### src/rtl/pong_pkg.sv
// Shared pong definitions: PS/2 scan codes, key_state bit positions and the
// scan-code decode FSM encoding.
package pong_pkg;

  localparam logic [7:0] SC_EXT  = 8'hE0;
  localparam logic [7:0] SC_BRK  = 8'hF0;
  localparam logic [7:0] SC_W    = 8'h1D;
  localparam logic [7:0] SC_S    = 8'h1B;
  localparam logic [7:0] SC_UP   = 8'h75;
  localparam logic [7:0] SC_DOWN = 8'h72;

  localparam int KEY_LU = 3;
  localparam int KEY_LD = 2;
  localparam int KEY_RU = 1;
  localparam int KEY_RD = 0;

  typedef enum logic [1:0] {
    ST_IDLE    = 2'd0,
    ST_EXT     = 2'd1,
    ST_BRK     = 2'd2,
    ST_EXT_BRK = 2'd3
  } dec_state_t;

endpackage

### src/rtl/ps2_key_decoder_if.sv
// PS/2 line inputs and decoded key outputs; master is the decoder side,
// slave is the consumer (game top or bench) that drives the raw PS/2 lines.
interface ps2_key_decoder_if;
  logic       ps2_clk;
  logic       ps2_data;
  logic [3:0] key_state;
  logic [7:0] scan_code;
  logic       code_valid;
  logic       frame_err;

  modport master (
    input  ps2_clk, ps2_data,
    output key_state, scan_code, code_valid, frame_err
  );

  modport slave (
    output ps2_clk, ps2_data,
    input  key_state, scan_code, code_valid, frame_err
  );
endinterface

### src/rtl/ps2_key_decoder_rx.sv
// PS/2 receiver: line synchronizers, clock glitch filter, 11-bit frame shift,
// start/stop/parity check and inter-edge timeout.
module ps2_rx #(
  parameter int FILTER_LEN     = 8,
  parameter int TIMEOUT_CYCLES = 100000
) (
  input  logic       clk,
  input  logic       reset,
  input  logic       ps2_clk,
  input  logic       ps2_data,
  output logic [7:0] byte_d,    // byte being loaded this cycle
  output logic       valid_d,   // good frame completes this cycle
  output logic       err_d,     // frame or timeout error this cycle
  output logic [7:0] byte_q,
  output logic       valid_q,
  output logic       err_q
);

  localparam int FW = (FILTER_LEN > 1) ? $clog2(FILTER_LEN) : 1;
  localparam int TW = (TIMEOUT_CYCLES > 1) ? $clog2(TIMEOUT_CYCLES) : 1;

  logic [1:0]    clk_sync, data_sync;
  logic          filt_clk;
  logic [FW-1:0] filt_cnt;
  logic [10:0]   shreg;
  logic [3:0]    bit_cnt;
  logic [TW-1:0] tmo_cnt;

  logic          fall;
  logic          last_bit;
  logic          good;
  logic          timeout_hit;
  logic [10:0]   frame;

  always_comb begin
    fall        = filt_clk && !clk_sync[1] && (filt_cnt == FW'(FILTER_LEN - 1));
    frame       = {data_sync[1], shreg[10:1]};
    last_bit    = fall && (bit_cnt == 4'd10);
    // frame[0] start, frame[8:1] data LSB first, frame[9] odd parity, frame[10] stop
    good        = !frame[0] && frame[10] && (^frame[9:1]);
    timeout_hit = (bit_cnt != 4'd0) && !fall && (tmo_cnt == TW'(TIMEOUT_CYCLES - 1));
    valid_d     = last_bit && good;
    err_d       = (last_bit && !good) || timeout_hit;
    byte_d      = frame[8:1];
  end

  // NOTE: every state register here uses non-blocking assignments so all flops
  // sample pre-edge values; blocking would turn the synchronizer into a wire.
  always_ff @(posedge clk) begin
    if (reset) begin
      clk_sync  <= 2'b11;
      data_sync <= 2'b11;
      filt_clk  <= 1'b1;
      filt_cnt  <= '0;
      shreg     <= '0;
      bit_cnt   <= '0;
      tmo_cnt   <= '0;
      byte_q    <= '0;
      valid_q   <= 1'b0;
      err_q     <= 1'b0;
    end else begin
      clk_sync  <= {clk_sync[0], ps2_clk};
      data_sync <= {data_sync[0], ps2_data};

      if (clk_sync[1] != filt_clk) begin
        if (filt_cnt == FW'(FILTER_LEN - 1)) begin
          filt_clk <= clk_sync[1];
          filt_cnt <= '0;
        end else begin
          filt_cnt <= filt_cnt + 1'b1;
        end
      end else begin
        filt_cnt <= '0;
      end

      if (fall) begin
        shreg   <= frame;
        bit_cnt <= last_bit ? 4'd0 : bit_cnt + 4'd1;
        tmo_cnt <= '0;
      end else if (timeout_hit) begin
        bit_cnt <= '0;
        tmo_cnt <= '0;
      end else if (bit_cnt != 4'd0) begin
        tmo_cnt <= tmo_cnt + 1'b1;
      end

      valid_q <= valid_d;
      err_q   <= err_d;
      if (valid_d) byte_q <= byte_d;
    end
  end

endmodule

### src/rtl/ps2_key_decoder.sv
// PS/2 keyboard front end for pong: decodes make/break/E0 sequences from the
// receiver into a held-state vector for the four paddle keys.
module ps2_key_decoder
  import pong_pkg::*;
#(
  parameter int FILTER_LEN     = 8,
  parameter int TIMEOUT_CYCLES = 100000
) (
  input  logic                  clk,
  input  logic                  reset,
  ps2_key_decoder_if.master     bus
);

  logic [7:0] rx_byte_d, rx_byte_q;
  logic       rx_valid_d, rx_valid_q, rx_err_d, rx_err_q;

  ps2_rx #(.FILTER_LEN(FILTER_LEN), .TIMEOUT_CYCLES(TIMEOUT_CYCLES)) u_rx (
    .clk      (clk),
    .reset    (reset),
    .ps2_clk  (bus.ps2_clk),
    .ps2_data (bus.ps2_data),
    .byte_d   (rx_byte_d),
    .valid_d  (rx_valid_d),
    .err_d    (rx_err_d),
    .byte_q   (rx_byte_q),
    .valid_q  (rx_valid_q),
    .err_q    (rx_err_q)
  );

  dec_state_t state, state_next;
  logic [3:0] keys, keys_next;
  logic       apply_en, is_brk, is_ext;

  // Decoding on the receiver's pre-register strobes lets key_state land in the
  // same cycle code_valid is visible.
  always_comb begin
    // NOTE: defaults first so no path leaves a variable unassigned (no latches).
    state_next = state;
    keys_next  = keys;
    apply_en   = 1'b0;
    is_brk     = 1'b0;
    is_ext     = 1'b0;

    if (rx_err_d) begin
      state_next = ST_IDLE;
    end else if (rx_valid_d) begin
      unique case (state)
        ST_IDLE: begin
          if (rx_byte_d == SC_EXT)      state_next = ST_EXT;
          else if (rx_byte_d == SC_BRK) state_next = ST_BRK;
          else                          apply_en   = 1'b1;
        end
        ST_EXT: begin
          if (rx_byte_d == SC_BRK)      state_next = ST_EXT_BRK;
          else if (rx_byte_d != SC_EXT) begin
            apply_en   = 1'b1;
            is_ext     = 1'b1;
            state_next = ST_IDLE;
          end
        end
        ST_BRK: begin
          if (rx_byte_d == SC_EXT) state_next = ST_EXT_BRK;
          else begin
            apply_en   = 1'b1;
            is_brk     = 1'b1;
            state_next = ST_IDLE;
          end
        end
        ST_EXT_BRK: begin
          apply_en   = 1'b1;
          is_brk     = 1'b1;
          is_ext     = 1'b1;
          state_next = ST_IDLE;
        end
      endcase
    end

    if (apply_en) begin
      if (!is_ext && rx_byte_d == SC_W)   keys_next[KEY_LU] = !is_brk;
      if (!is_ext && rx_byte_d == SC_S)   keys_next[KEY_LD] = !is_brk;
      if ( is_ext && rx_byte_d == SC_UP)  keys_next[KEY_RU] = !is_brk;
      if ( is_ext && rx_byte_d == SC_DOWN) keys_next[KEY_RD] = !is_brk;
    end
  end

  always_ff @(posedge clk) begin
    if (reset) begin
      state <= ST_IDLE;
      keys  <= '0;
    end else begin
      state <= state_next;
      keys  <= keys_next;
    end
  end

  assign bus.key_state  = keys;
  assign bus.scan_code  = rx_byte_q;
  assign bus.code_valid = rx_valid_q;
  assign bus.frame_err  = rx_err_q;

endmodule

### src/flat_wrapper.sv
// flat-port wrapper written by rule: the top's interface ports become plain ports
module ps2_key_decoder_flat import pong_pkg::*;
#(
  parameter int FILTER_LEN     = 8,
  parameter int TIMEOUT_CYCLES = 100000
)
  (clk, reset, bus_ps2_clk, bus_ps2_data, bus_key_state, bus_scan_code, bus_code_valid, bus_frame_err);
  ps2_key_decoder_if bus_i ();
  input  logic clk;
  input  logic reset;
  input wire logic [$bits(bus_i.ps2_clk)-1:0] bus_ps2_clk;
  input wire logic [$bits(bus_i.ps2_data)-1:0] bus_ps2_data;
  output wire logic [$bits(bus_i.key_state)-1:0] bus_key_state;
  output wire logic [$bits(bus_i.scan_code)-1:0] bus_scan_code;
  output wire logic [$bits(bus_i.code_valid)-1:0] bus_code_valid;
  output wire logic [$bits(bus_i.frame_err)-1:0] bus_frame_err;
  assign bus_i.ps2_clk = bus_ps2_clk;
  assign bus_i.ps2_data = bus_ps2_data;
  assign bus_key_state = bus_i.key_state;
  assign bus_scan_code = bus_i.scan_code;
  assign bus_code_valid = bus_i.code_valid;
  assign bus_frame_err = bus_i.frame_err;
  ps2_key_decoder #(.FILTER_LEN(FILTER_LEN), .TIMEOUT_CYCLES(TIMEOUT_CYCLES)) u_core (.clk(clk), .reset(reset), .bus(bus_i));
endmodule
### config.mk
export PLATFORM = sky130hd
export DESIGN_NAME = ps2_key_decoder_flat
export DESIGN_NICKNAME = d
export VERILOG_FILES = /design/src/rtl/pong_pkg.sv /design/src/rtl/ps2_key_decoder_if.sv /design/src/rtl/ps2_key_decoder_rx.sv /design/src/rtl/ps2_key_decoder.sv /design/src/flat_wrapper.sv
export SDC_FILE = /design/constraint.sdc
export NUM_CORES = 1
export LEC_CHECK = 0
export BUFFER_PORTS_ARGS = -buffer_cell sky130_fd_sc_hd__buf_2
export CAP_MARGIN = 0
export CORE_ASPECT_RATIO = 1.25
export CORE_MARGIN = 2
export CORE_UTILIZATION = 45
export DETAILED_ROUTE_END_ITERATION = 8
export MAX_ROUTING_LAYER = met4
export PLACE_DENSITY_LB_ADDON = 0.25
export SLEW_MARGIN = 20
export SYNTH_ARGS = -nofsm -noshare
export SYNTH_HDL_FRONTEND = slang
export SYNTH_HIERARCHICAL = 1
export SYNTH_SLANG_ARGS = --single-unit
### constraint.sdc
create_clock -name clk -period 3.5 [get_ports clk]
set_input_delay 0.7 -clock clk [delete_from_list [all_inputs] [get_ports clk]]
set_output_delay 0.7 -clock clk [all_outputs]
set_load 0.01 [all_outputs]
==> impl_metrics.json, run 1 <==
{
  "diodes": 0,
  "dp_slack_ns": 0.8352,
  "dr.pass1.iters": 4,
  "grt_antenna_before_repair": 0,
  "vias": 1920,
  "numCtsBuffers": 5,
  "rr_startpoint": "u_core/u_rx/filt_cnt[0]",
  "hold_violations": 0,
  "hold_start": "u_core/u_rx/data_sync[0]",
  "finalWirelength_um": 4710,
  "hp-class": "reg2reg",
  "die_h_um": 89.62,
  "synth_enable_flop_cells": 0,
  "slew_headroom_pct": 41.90,
  "die_w_um": 72.49,
  "tightest_slew_ns": 0.8690,
  "clk_pin_slew_ns": 0.09,
  "multi_input_area_mm2": 0.001386,
  "grt_overflow_total": 0,
  "startpoint_type": "flop",
  "htreeDepth": 2,
  "cp-end-kind": "flop",
  "syn_area_per_cell_um2": 9.068,
  "clock_skew_ns": 0.008481,
  "antenna_left": 0,
  "fp.dieArea_mm2": 0.006496,
  "cts-root-buf": "clkbuf_8",
  "synth_commonest_cells": "dfxtp_1 (55), nand2_1 (46), a21oi_1 (18), mux2i_1 (13), nor2_1 (13)",
  "rsz0062_at_grt": "no",
  "regArea_mm2": 0.001101,
  "yosys_warnings": 6,
  "grt_util_all_layers_pct": 16.13,
  "core_area_mm2": 0.005741,
  "cts_hold_buf": 0,
  "routedWlPerCell_um": 12.90,
  "grt_first_pass_wirelength_um": 7997,
  "clock_latency_ns": 0.31,
  "nNetsFinal": 309,
  "worst_ep_required_time_ns": 3.74,
  "drt_iter0_markers": 90,
  "clkSinkCount": 55,
  "finalSetupViolations": 0,
  "finalCriticalPeriod_ns": 2.692,
  "synth_seq_cells": 55,
  "dpl.hpwl_um": 3350,
  "fmax_mhz": 371.5,
  "post_cts_resized": 0,
  "seq_area_frac_synth_pct": 41.73,
  "p_per_area_mw_per_mm2": 364.0,
  "yosysUniqueCellTypes": 47,
  "io_pins": 18,
  "initial_core_util_pct": 45.97,
  "globalplace.congestion": 0.7913,
  "synth_area_leader_cell": "dfxtp_1",
  "setup_slack_ns": 0.8082,
  "grt_max_degree": 27,
  "synth_cells": 291,
  "yosysMostFrequentCell": "dfxtp_1",
  "ir_worst_vdd_uv": 198.0,
  "synthFlopType": "dfxtp_1",
  "fillers": 587,
  "post_cts_buffers": 0,
  "portBuffers": 17,
  "clock_path_buffers": 2,
  "layout.cells.non_filler": 365,
  "rows": 31,
  "dp.cells": 357,
  "syn-cell-area_mm2": 0.002639,
  "post-route-drc-count": 0,
  "status": "finished clean",
  "timing.setup.tns_ns": 0,
  "cap_violations": 0,
  "synthToLayoutAreaGrowth_pct": 6.686,
  "worstPathMaxFanout": 16,
  "period_share_pct": 76.91,
  "arrival_ns": 2.93,
  "finalMaxSlewViolations": 0,
  "first_global_vias": 1786,
  "synth_fp_nets": 302,
  "p_leak_uw": 0.0009726,
  "worstSetupPathType": "reg2reg",
  "async_flop_share_pct": 0,
  "synth_area_leaders": "dfxtp_1 (42%), nand2_1 (6.5%), mux2i_1 (4.9%)",
  "startpoint": "u_core/u_rx/filt_cnt[0]",
  "viasPerCell": 5.260,
  "synth.top_cell.area_share_pct": 41.73,
  "cts_tree": "yes",
  "drive_above_1_share_pct": 14.05
}
==> state kept, by name (all words and copies together) (netlist names) <==
signal / count
u_core/u_rx/filt_cnt: 3
u_core/u_rx/filt_clk: 1
u_core/u_rx/err_q: 1
u_core/u_rx/shreg: 10
u_core/u_rx/data_sync: 2
u_core/u_rx/tmo_cnt: 17
u_core/state: 2
u_core/u_rx/clk_sync: 2
u_core/u_rx/bit_cnt: 4
u_core/u_rx/valid_q: 1
u_core/u_rx/byte_q: 8
u_core/bus.key_state: 4
==> report_power, final <==
group / switching (uW) / internal (uW) / leakage, uW / total [uW]
Clock: 197 / 180 / 0.0000505 / 377
Sequential: 0.803 / 628 / 0.000444 / 628
Combinational: 13.6 / 5.32 / 0.000478 / 18.9
Total: 212 / 813 / 0.000973 / 1020
==> metrics by stage <==
stage	cell area (um2)	utilization [%]	total power [uW]	hold slack, ns
global route	2815	49.04	1074	0.4347
CTS	2815	49.04	1046	0.4230
detailed placement	2711	47.23	662.6	0.3991
floorplan	2639	-	658.2	0.3895
global placement	2711	47.23	662.5	0.3944
finish	2815	49.04	1025	0.4179
==> placed cells by master, fill, tap and decap left out, drive strengths merged <==
| cell | netlist | layout |
|---|---|---|
| and4b | 1 | 1 |
| or3 | 5 | 5 |
| a221oi | 1 | 1 |
| xnor2 | 11 | 11 |
| nand4 | 4 | 4 |
| and3b | 3 | 3 |
| or4 | 5 | 5 |
| or4b | 2 | 2 |
| o21ai | 11 | 11 |
| mux2i | 13 | 13 |
| nor4 | 6 | 6 |
| nor3b | 3 | 3 |
| a211oi | 3 | 3 |
| dfxtp | 55 | 55 |
| clkbuf | 8 | 7 |
| nand3 | 6 | 6 |
| nand2 | 46 | 46 |
| clkinvlp | 0 | 1 |
| ha | 7 | 7 |
| nor3 | 4 | 4 |
| o211ai | 5 | 5 |
| or2 | 5 | 5 |
| a21oi | 18 | 18 |
| nand4b | 1 | 1 |
| nor2 | 13 | 13 |
| a31o | 1 | 1 |
| xor3 | 1 | 1 |
| xor2 | 3 | 3 |
| nand3b | 2 | 2 |
| and2 | 5 | 5 |
| nand4bb | 2 | 2 |
| nand2b | 10 | 10 |
| buf | 11 | 19 |
| xnor3 | 1 | 1 |
| nor4b | 3 | 3 |
| o21a | 1 | 1 |
| or3b | 1 | 1 |
| nor2b | 2 | 2 |
| inv | 11 | 11 |
| o31ai | 1 | 1 |
==> final cells by class <==
cell class | count | area share (%)
repair buffers | 19 | 3.556
well taps | 66 | 2.933
clock inverters | 1 | 0.2667
multi-input cells | 206 | 49.24
flip-flops and latches | 55 | 39.11
clock buffers | 7 | 3.422
inverters | 11 | 1.467
==> path summary, 6_finish.rpt <==
kind	to	slack [ns]	depth (start not counted)
hold reg to reg	u_core/u_rx/data_sync[1]	0.42	1
setup / recovery	u_core/bus.key_state[1]	0.81	9
setup reg to reg	u_core/bus.key_state[1]	0.81	9
hold / removal	u_core/u_rx/data_sync[1]	0.42	1
==> logic make-up after synthesis <==
family | Yosys count | synth area share [%]
simple gates | 129 | 28.69
flops | 55 | 41.73
compound gates | 41 | 9.199
buf+inv | 30 | 5.737
xor+xnor | 16 | 6.401
mux | 13 | 4.931
fa+ha+maj | 7 | 3.319
==> worst max-delay path, cell delays in order, from the launching register on <==
cell and delay (ns):
dfxtp_1 0.35, ha_1 0.16, ha_1 0.23, nand2_1 0.07, buf_4 0.18, or4_1 0.50, mux2i_1 0.42, nand4bb_4 0.20
nor4_2 0.28, mux2i_1 0.22
==> per-layer routing <==
layer	GRT usage [%]	wire, um	vias to the layer above
met2	28.52	2394	19
met4	6.061	73	0
li1	-	-	1006
met5	-	0	-
met1	18.12	2128	889
met3	3.013	113	6
Power figures use the tool's default switching activity.
==> inputs of run 2 (changes only) <==
Clock period 3.5 ns to 2.5 ns, I/O delays scaled along.
==> run 2 against run 1 <==
Worst hold slack worse by 0.048 ns. Non-clock buffer count up 18. Critical path type unchanged. Critical endpoint is now u_core/bus.key_state[2]. Utilization up 2.9 points. Largest power group unchanged. Sequential share of layout area down 2.2 points.
==> impl_metrics.json, run 2 (synthesis results as in run 1) <==
{
  "nNetsFinal": 327,
  "cts_hold_buf": 0,
  "core_area_mm2": 0.005741,
  "p_per_area_mw_per_mm2": 505.0,
  "worst_ep_required_time_ns": 2.70,
  "die_w_um": 72.49,
  "cp-end-kind": "flop",
  "fin_area_mm2": 0.002983,
  "viasPerCell": 5.258,
  "status": "finished clean",
  "die_h_um": 89.62,
  "grt_antenna_before_repair": 0,
  "finalMaxSlewViolations": 0,
  "largest_register": "u_core/u_rx/tmo_cnt",
  "numCtsBuffers": 5,
  "arrival_ns": 2.61,
  "slew_headroom_pct": 67.11,
  "clk_pin_slew_ns": 0.10,
  "io_pins": 18,
  "ir_worst_vdd_uv": 392.8,
  "hold_violations": 0,
  "initial_core_util_pct": 45.97,
  "layout_common_cells": "dfxtp_1 (55), nand2_1 (46), buf_4 (20)",
  "layout.cells.non_filler": 383,
  "placed_cell_area_mm2": 0.002831,
  "fp.dieArea_mm2": 0.006496,
  "worstPathMaxFanout": 4,
  "drive_above_1_share_pct": 19.24,
  "clock_skew_ns": 0.01241,
  "fillers": 557,
  "cts-root-buf": "clkbuf_8",
  "tightest_slew_ns": 0.4912,
  "grt_first_pass_wirelength_um": 8176,
  "grt_overflow_total": 0,
  "finalWirelength_um": 4924,
  "globalplace.congestion": 0.7864,
  "hp-class": "in2reg",
  "fmax_mhz": 414.5,
  "dpl.hpwl_um": 3434,
  "rows": 31,
  "reg_top3": "u_core/u_rx/tmo_cnt: 17 flops, u_core/u_rx/shreg: 10 flops, u_core/u_rx/byte_q: 8 flops",
  "portBuffers": 17,
  "cap_violations": 0,
  "whs_ns": 0.3700,
  "period_share_pct": 96.51,
  "dr.pass1.iters": 4,
  "grt_max_degree": 26,
  "antenna_left": 0,
  "routedWlPerCell_um": 12.86,
  "worstSetupPathType": "reg2reg",
  "finalSetupViolations": 0,
  "vias": 2014,
  "finalCriticalPeriod_ns": 2.413,
  "startpoint_type": "flop",
  "cts_tree": "yes",
  "final_common_cell": "dfxtp_1",
  "post-route-drc-count": 0,
  "diodes": 0,
  "first_global_vias": 1811,
  "drt_iter0_markers": 101,
  "grt_util_all_layers_pct": 16.29,
  "clkSinkCount": 55,
  "clock_latency_ns": 0.31,
  "htreeDepth": 2,
  "clock_path_buffers": 2,
  "p_leak_uw": 0.001079,
  "synthToLayoutAreaGrowth_pct": 13.04,
  "dp.cells": 373,
  "largest_reg_flops": 17
}
-- run 2: cell types whose count changed in the layout (fill, tap and decap cells not counted), sizes merged --
cell	change
bufinv	+1
buf	+18
clkinv	+2
clkbuf	-2
clkinvlp	-1
-- run 2: repair_timing --
item | 4_1_cts | 5_1_grt
cloned | 0 | 0
pin swaps | 0 | 1
setup buffers | 0 | 2
setup endpoints to repair | 4 | 2
resized for setup | 1 | 2
-- run 2: final timing paths --
kind	start	end	slack, ns	cells past startpoint
hold / removal	bus_ps2_clk	u_core/u_rx/clk_sync[0]	0.37	2
setup reg to reg	u_core/u_rx/tmo_cnt[5]	u_core/bus.key_state[2]	0.09	7
hold reg to reg	u_core/u_rx/clk_sync[0]	u_core/u_rx/clk_sync[1]	0.42	1
setup / recovery	u_core/u_rx/tmo_cnt[5]	u_core/bus.key_state[2]	0.09	7
-- run 2: layout make-up --
type | count | area [um2] | area share [%]
clock buffers | 5 | 68.82 | 2.307
clock inverters | 3 | 43.79 | 1.468
inverters | 11 | 41.29 | 1.384
multi-input cells | 206 | 1410 | 47.27
flip-flops and latches | 55 | 1101 | 36.91
well taps | 66 | 82.58 | 2.768
repair buffers | 37 | 235.2 | 7.886
-- run 2: metrics by stage --
step                setup TNS (ns)  total power, uW  util [%]  worst slack (ns)
floorplan                        0            921.4         -           0.02442
global placement                 0            931.5     49.32           0.03404
detailed placement        -0.04524            931.6     49.32          -0.02089
CTS                              0             1526     51.39           0.08814
global route              -0.03239             1563     51.96          -0.02485
finish                           0             1506     51.96           0.08735
-- run 2: power breakdown --
group | switching (uW) | leakage (uW) | internal (uW) | total [uW]
logic | 20.2 | 0.000577 | 10.6 | 30.8
clock network | 297 | 0.0000581 | 299 | 596
registers | 1.11 | 0.000444 | 879 | 880
total | 318 | 0.00108 | 1190 | 1510
-- run 2: critical path, stage by stage (launching register included) --
cell       delay [ns]
dfxtp_1          0.32
or4b_1           0.51
or4_4            0.55
o21a_1           0.21
a221oi_2         0.25
nand4bb_4        0.28
nor4_4           0.06
mux2i_1          0.13
-- run 2: layer usage --
layer / vias up / track usage [%] / wire [um]
met5: - / - / 0
li1: 1045 / - / -
met3: 7 / 3.013 / 113
met2: 20 / 28.19 / 2434
met1: 942 / 19.28 / 2307
met4: 0 / 5.051 / 69
